## config.mk

```make
export PLATFORM = sky130hd
export DESIGN_NAME = fir_error_monitor
export DESIGN_NICKNAME = d
export VERILOG_FILES = /design/src/rtl/fir_error_monitor.sv
export SDC_FILE = /design/constraint.sdc
export NUM_CORES = 1
export LEC_CHECK = 0
export ABC_CLOCK_PERIOD_IN_PS = 17900
export CAP_MARGIN = 40
export CORE_UTILIZATION = 54
export DETAILED_ROUTE_END_ITERATION = 10
export GPL_TIMING_DRIVEN = 0
export MAX_ROUTING_LAYER = met4
export PLACE_DENSITY = 0.79
export RECOVER_POWER = 100
export SETUP_SLACK_MARGIN = 0.02
export SYNTH_ARGS = -nofsm -noshare
export SYNTH_HDL_FRONTEND = slang
export SYNTH_SLANG_ARGS = --single-unit
```

## constraint.sdc

```tcl
create_clock -name clk -period 17.9 [get_ports clk]
set_input_delay 2.685 -clock clk [delete_from_list [all_inputs] [get_ports clk]]
set_output_delay 2.685 -clock clk [all_outputs]
set_load 0.005 [all_outputs]
```

## src/rtl/fir_error_monitor.sv

```systemverilog
// Purpose : error statistics between paired approximate/accurate FIR samples.
// Latency : 2 cycles from an accepted sample to the accumulators; done follows 3 cycles after the last accept.
// Backpr. : in_ready is high only in RUN while fewer than test_size samples have been taken.
//
// Ports:
//   clk, rst                 clock, asynchronous active-high reset
//   start, test_size         run start pulse (IDLE/DONE only) and sample count latched with it
//   in_valid, in_ready       sample handshake for the appr/accu pair
//   appr, accu               signed approximate and accurate FIR outputs
//   busy, done               RUN/DRAIN indicator, result-ready indicator
//   sample_cnt               samples accepted in the current run
//   err_sum, abs_res_sum     signed sum of (appr-accu), unsigned sum of |accu|
//   er0_cnt, er1_cnt         full-word and upper-field (bits >= ER_THRESH) mismatch counts
//   sq_err_sum               saturating sum of (appr-accu)^2, present only with FIR_ERR_SQ_EN
//
// Build option: define FIR_ERR_SQ_EN to add the squared-error accumulator and its port.
module fir_error_monitor #(
  parameter int DATA_WIDTH = 32,
  parameter int ER_THRESH  = 8,
  parameter int CNT_WIDTH  = 32,
  parameter int ACC_WIDTH  = 64
) (
  input  logic                  clk,
  input  logic                  rst,
  input  logic                  start,
  input  logic [CNT_WIDTH-1:0]  test_size,
  input  logic                  in_valid,
  output logic                  in_ready,
  input  logic [DATA_WIDTH-1:0] appr,
  input  logic [DATA_WIDTH-1:0] accu,
  output logic                  busy,
  output logic                  done,
  output logic [CNT_WIDTH-1:0]  sample_cnt,
  output logic [ACC_WIDTH-1:0]  err_sum,
  output logic [ACC_WIDTH-1:0]  abs_res_sum,
  output logic [CNT_WIDTH-1:0]  er0_cnt,
  output logic [CNT_WIDTH-1:0]  er1_cnt
`ifdef FIR_ERR_SQ_EN
  ,
  output logic [ACC_WIDTH-1:0]  sq_err_sum
`endif
);

  typedef enum logic [1:0] {IDLE, RUN, DRAIN, DONE} state_t;

  // Stage-1 register contents for one sample pair.
  typedef struct packed {
    logic [DATA_WIDTH:0] diff;  // appr - accu, exact in DATA_WIDTH+1 bits
    logic [DATA_WIDTH:0] absv;  // |accu|, unsigned, holds 2^(DATA_WIDTH-1)
    logic                ne0;
    logic                ne1;
  } s1_t;

  state_t              state_q, state_d;
  logic [CNT_WIDTH-1:0] size_q;
  logic                start_ok;
  logic                accept;
  logic                drain_first;
  logic                s1_vld;
  s1_t                 s1_q, s1_d;
  logic [DATA_WIDTH:0] accu_x;

  // ---------------- control FSM ----------------
  always_comb begin
    state_d  = state_q;
    start_ok = 1'b0;
    in_ready = 1'b0;
    busy     = 1'b0;
    done     = 1'b0;
    accept   = 1'b0;
    case (state_q)
      IDLE, DONE: begin
        done = (state_q == DONE);
        if (start) begin
          start_ok = 1'b1;
          state_d  = (test_size == '0) ? DRAIN : RUN;
        end
      end
      RUN: begin
        busy     = 1'b1;
        in_ready = (sample_cnt < size_q);
        accept   = in_valid & in_ready;
        if (accept && (sample_cnt == size_q - CNT_WIDTH'(1)))
          state_d = DRAIN;
      end
      DRAIN: begin
        busy = 1'b1;
        // DRAIN always spans two cycles; by the second one stage 1 has
        // emptied into the accumulators, so the results are final.
        if (!drain_first && !s1_vld)
          state_d = DONE;
      end
      default: state_d = IDLE;
    endcase
  end

  // ---------------- stage 1 combinational ----------------
  always_comb begin
    accu_x     = {accu[DATA_WIDTH-1], accu};
    s1_d.diff  = {appr[DATA_WIDTH-1], appr} - accu_x;
    s1_d.absv  = accu_x[DATA_WIDTH] ? -accu_x : accu_x;
    s1_d.ne0   = (appr != accu);
    s1_d.ne1   = (appr[DATA_WIDTH-1:ER_THRESH] != accu[DATA_WIDTH-1:ER_THRESH]);
  end

  // ---------------- state, stage 1, stage 2 ----------------
  always_ff @(posedge clk or posedge rst) begin
    if (rst) begin
      state_q     <= IDLE;
      size_q      <= '0;
      sample_cnt  <= '0;
      drain_first <= 1'b0;
      s1_vld      <= 1'b0;
      s1_q        <= '0;
      err_sum     <= '0;
      abs_res_sum <= '0;
      er0_cnt     <= '0;
      er1_cnt     <= '0;
    end else begin
      state_q     <= state_d;
      drain_first <= (state_d == DRAIN) && (state_q != DRAIN);
      s1_vld      <= accept;
      if (accept)
        s1_q <= s1_d;
      if (start_ok) begin
        size_q      <= test_size;
        sample_cnt  <= '0;
        err_sum     <= '0;
        abs_res_sum <= '0;
        er0_cnt     <= '0;
        er1_cnt     <= '0;
      end else begin
        if (accept)
          sample_cnt <= sample_cnt + CNT_WIDTH'(1);
        if (s1_vld) begin
          err_sum     <= err_sum + {{(ACC_WIDTH-DATA_WIDTH-1){s1_q.diff[DATA_WIDTH]}}, s1_q.diff};
          abs_res_sum <= abs_res_sum + {{(ACC_WIDTH-DATA_WIDTH-1){1'b0}}, s1_q.absv};
          er0_cnt     <= er0_cnt + CNT_WIDTH'(s1_q.ne0);
          er1_cnt     <= er1_cnt + CNT_WIDTH'(s1_q.ne1);
        end
      end
    end
  end

`ifdef FIR_ERR_SQ_EN
  localparam int SQ_W  = 2*DATA_WIDTH + 2;
  localparam int SUM_W = ((SQ_W > ACC_WIDTH) ? SQ_W : ACC_WIDTH) + 1;

  logic [SQ_W-1:0]      diff_w;
  logic [SQ_W-1:0]      sq;
  logic [SUM_W-1:0]     sq_sum;
  logic [ACC_WIDTH-1:0] sq_next;

  // Squaring the sign-extended value modulo 2^SQ_W gives the exact
  // (non-negative) square, since it always fits in SQ_W bits.
  always_comb begin
    diff_w  = {{(SQ_W-DATA_WIDTH-1){s1_q.diff[DATA_WIDTH]}}, s1_q.diff};
    sq      = diff_w * diff_w;
    sq_sum  = SUM_W'(sq_err_sum) + SUM_W'(sq);
    sq_next = sq_sum[ACC_WIDTH-1:0];
    if (sq_sum > SUM_W'({ACC_WIDTH{1'b1}}))
      sq_next = '1;
  end

  always_ff @(posedge clk or posedge rst) begin
    if (rst)
      sq_err_sum <= '0;
    else if (start_ok)
      sq_err_sum <= '0;
    else if (s1_vld)
      sq_err_sum <= sq_next;
  end
`endif

endmodule
```

==> flow_metrics.env <==
export IMPL_crit_path_max_incr_delay_ns=2.93
export IMPL_viasPerCell=6.18
export IMPL_slew_viol_final=121
export IMPL_finClkSkew_ns=0.0247
export IMPL_core_um2=43000
export IMPL_fp_dieW_um=211
export IMPL_setup_tns_ns=0
export IMPL_async_flop_share_pct=100
export IMPL_ys_types=82
export IMPL_worst_slew_pin_slew_ns=5.41
export IMPL_ys_flop_type="dfrtp_1"
export IMPL_design_die_area_um2=44400
export IMPL_die_h_um=211
export IMPL_worst_path_buf_inv=2
export IMPL_ff2ff_path_depth=11
export IMPL_hold_buffers=0
export IMPL_area_growth_syn_to_layout_pct=23.4
export IMPL_hpwl_mm=64.1
export IMPL_preCtsSetupSlack_ns=11.47
export IMPL_cp_max_fo=120
export IMPL_grtUsageTotal_pct=38.1
export IMPL_wl_per_cell_um=22.0
export IMPL_crit_cells=2
export IMPL_crit_slowest_cell="clkinvlp_2"
export IMPL_first_iter_violations=2221
export IMPL_synth_top_area_share_pct=34.9
export IMPL_io_buffers=326
export IMPL_relSlewSlack_pct=-260
export IMPL_cts_sinks=328
export IMPL_h_tree_depth=2
export IMPL_clk_pin_slew_ns=0.05
export IMPL_worstSetupEndpointType="async pin"
export IMPL_initial_utilization_pct=54.7
export IMPL_numCtsBuffers=41
export IMPL_synthTopCellsByArea="dfrtp_1, ha_1, xnor2_1"
export IMPL_violations="capacitance limit, slew limit"
export IMPL_arrival_ns=6.38
export IMPL_clockBufferDepth=3
export IMPL_grt_first_pass_wirelength_mm=128
export IMPL_grt_antenna_before_repair=6
export IMPL_finalSetupViolations=0
export IMPL_finalCritPeriodShare_pct=37.4
export IMPL_netlist_instances=2784
export IMPL_crit_family="buffers and inverters"
export IMPL_remaining_drc_errors=0
export IMPL_synth_edf_count=0
export IMPL_ys_ff_latch=328
export IMPL_rsz0062_at_grt="false"
export IMPL_final_antenna_net_count=0
export IMPL_status="complete, but fails checks"
export IMPL_startpoint_type="input port"
export IMPL_ir_worst_vdd_mv=0.0976
export IMPL_grt_max_degree=123
export IMPL_dr_pass1_iters=5
export IMPL_syn_nets=3057
export IMPL_drive_gt1_share_pct=3.25
export IMPL_num_vias=23400
export IMPL_yosys_area_top_type="dfrtp_1"
export IMPL_ctsResizeCount=0
export IMPL_p_leak_nw=13.4
export IMPL_layout_commonest_cell="dfrtp_1"
export IMPL_cts_root_buf="clkbuf_16"
export IMPL_cts_setup_buffers=0
export IMPL_min_path_cells=2
export IMPL_cap_violations=1
export IMPL_rows=76
export IMPL_hold_class="flip-flop to flip-flop"
export IMPL_timing_final_ws_setup_ns=11.21
export IMPL_ys_warnings_count=0
export IMPL_ys_seq_area_share_pct=34.9
export IMPL_finalNetCount=3441
export IMPL_synth_avg_cell_area_um2=8.45
export IMPL_io_pin_count=327
export IMPL_crit_required_ns=17.59
export IMPL_fin_crit_ns=6.69
export IMPL_clock_latency_ns=0.58
export IMPL_place_gp_congestion=1.01
export IMPL_path_cells="dlygate4sd3_1, clkinvlp_2"
export IMPL_crit_type="input port to async pin"
export IMPL_final_cell_mix="dfrtp_1, nor2_1, nand2_1, dlygate4sd3_1, o21ai_0"
export IMPL_gr_total_overflow=0
export IMPL_grt_pass1_vias=22900
export IMPL_clock_fmax_ghz=0.149
export IMPL_hold_viol=0
export IMPL_cts_tree="built"
export IMPL_power_per_cell_area_nw_per_um2=146
export IMPL_netlist_area_um2=23500
export IMPL_wl_mm=83.2
## cells by family after synthesis
| kind of cell | Yosys count | share of synthesized area, % |
|---|---|---|
| muxes | 67 | 2.86 |
| AOI/OAI and AO/OA | 704 | 18.8 |
| buffers and inverters | 249 | 3.99 |
| DFF | 328 | 34.9 |
| xor gates and xnor gates | 246 | 9.16 |
| adders and majority gates | 173 | 9.30 |
| and+or+nand+nor | 1017 | 21.0 |
## path summary, 6_finish.rpt
kind / start / slack, ns / end
worst max-delay path: rst / 11.21 / abs_res_sum[22]
worst min-delay path: s1_q[45] / 0.49 / s1_q[45]
worst max register to register: sample_cnt[27] / 13.10 / s1_q[2]
worst min register to register: s1_q[45] / 0.49 / s1_q[45]
max in group clk: accu[2] / 11.73 / s1_q[32]
min in group asynchronous: rst / 4.18 / er1_cnt[13]
## layout make-up
| type | instances | area (µm²) |
|---|---|---|
| clock buffers | 62 | 1210 |
| flip-flops and latches | 328 | 8210 |
| clock inverters | 12 | 121 |
| diodes | 5 | 12.5 |
| well taps | 585 | 732 |
| plain buffers | 116 | 438 |
| multi-input cells | 2207 | 14400 |
| repair buffers | 341 | 3440 |
| inverters | 133 | 500 |
| fillers | 3582 | 14000 |
## synth_stat cells, types with 6 or more instances
| master | n |
|---|---|
| a211o_1 | 9 |
| a211oi_1 | 23 |
| a21o_1 | 69 |
| a21oi_1 | 180 |
| a31oi_1 | 27 |
| and2_1 | 18 |
| and3_1 | 35 |
| and4_1 | 15 |
| buf_1 | 13 |
| clkbuf_1 | 99 |
| dfrtp_1 | 328 |
| ha_1 | 170 |
| inv_1 | 131 |
| mux2i_1 | 66 |
| nand2_1 | 263 |
| nand2b_1 | 23 |
| nand3_1 | 87 |
| nand4_1 | 80 |
| nor2_1 | 285 |
| nor2b_1 | 17 |
| nor3_1 | 67 |
| nor4_1 | 43 |
| nor4b_1 | 7 |
| o2111ai_1 | 6 |
| o211ai_1 | 15 |
| o21a_1 | 17 |
| o21ai_0 | 213 |
| o21bai_1 | 33 |
| o22ai_1 | 12 |
| o31ai_1 | 25 |
| o41ai_1 | 11 |
| or2_2 | 10 |
| or3_1 | 35 |
| or4_1 | 11 |
| xnor2_1 | 148 |
| xor2_1 | 98 |
## metal layers
metal  vias up  part of all wire, %  track usage (%)
met5         -                    0                -
met4         0                  4.6             15.4
met3       227                  7.9             7.30
met2      1100                   47             61.9
met1     11300                   40             46.7
li1      10800                    -                -
## state kept, by name (all words and copies together) (netlist names)
| register | cells |
|---|---|
| s1_q | 68 |
| drain_first | 1 |
| err_sum | 64 |
| er0_cnt | 32 |
| abs_res_sum | 64 |
| er1_cnt | 32 |
| size_q | 32 |
| state_q | 2 |
| s1_vld | 1 |
| sample_cnt | 32 |
## through the flow
stage / total power, mW / cells / hold WS [ns] / cell area, µm² / util [%]
final: 4.23 / 3789 / 0.491 / 29000 / 67.5
after global routing: 4.50 / 3789 / 0.515 / 29000 / 67.5
after CTS: 4.24 / 3784 / 0.492 / 29100 / 67.7
after detailed placement: 3.38 / 3710 / 0.480 / 27800 / 64.6
after global placement: 3.28 / 3695 / 0.469 / 27500 / 64.0
after floorplan: 2.57 / 2784 / 0.453 / 23500 / -
## power by group
part | switching (mW) | total (mW) | internal [mW]
registers | 0.194 | 1.12 | 0.929
logic | 1.41 | 2.27 | 0.860
clock network | 0.351 | 0.835 | 0.485
total | 1.96 | 4.23 | 2.27
## worst min-delay path, stage by stage, from the launching register on
cell and delay, ns:
dfrtp_1 0.34, nand2_1 0.05, o21ai_0 0.06
Note: power is estimated with default switching activity, not from simulation.
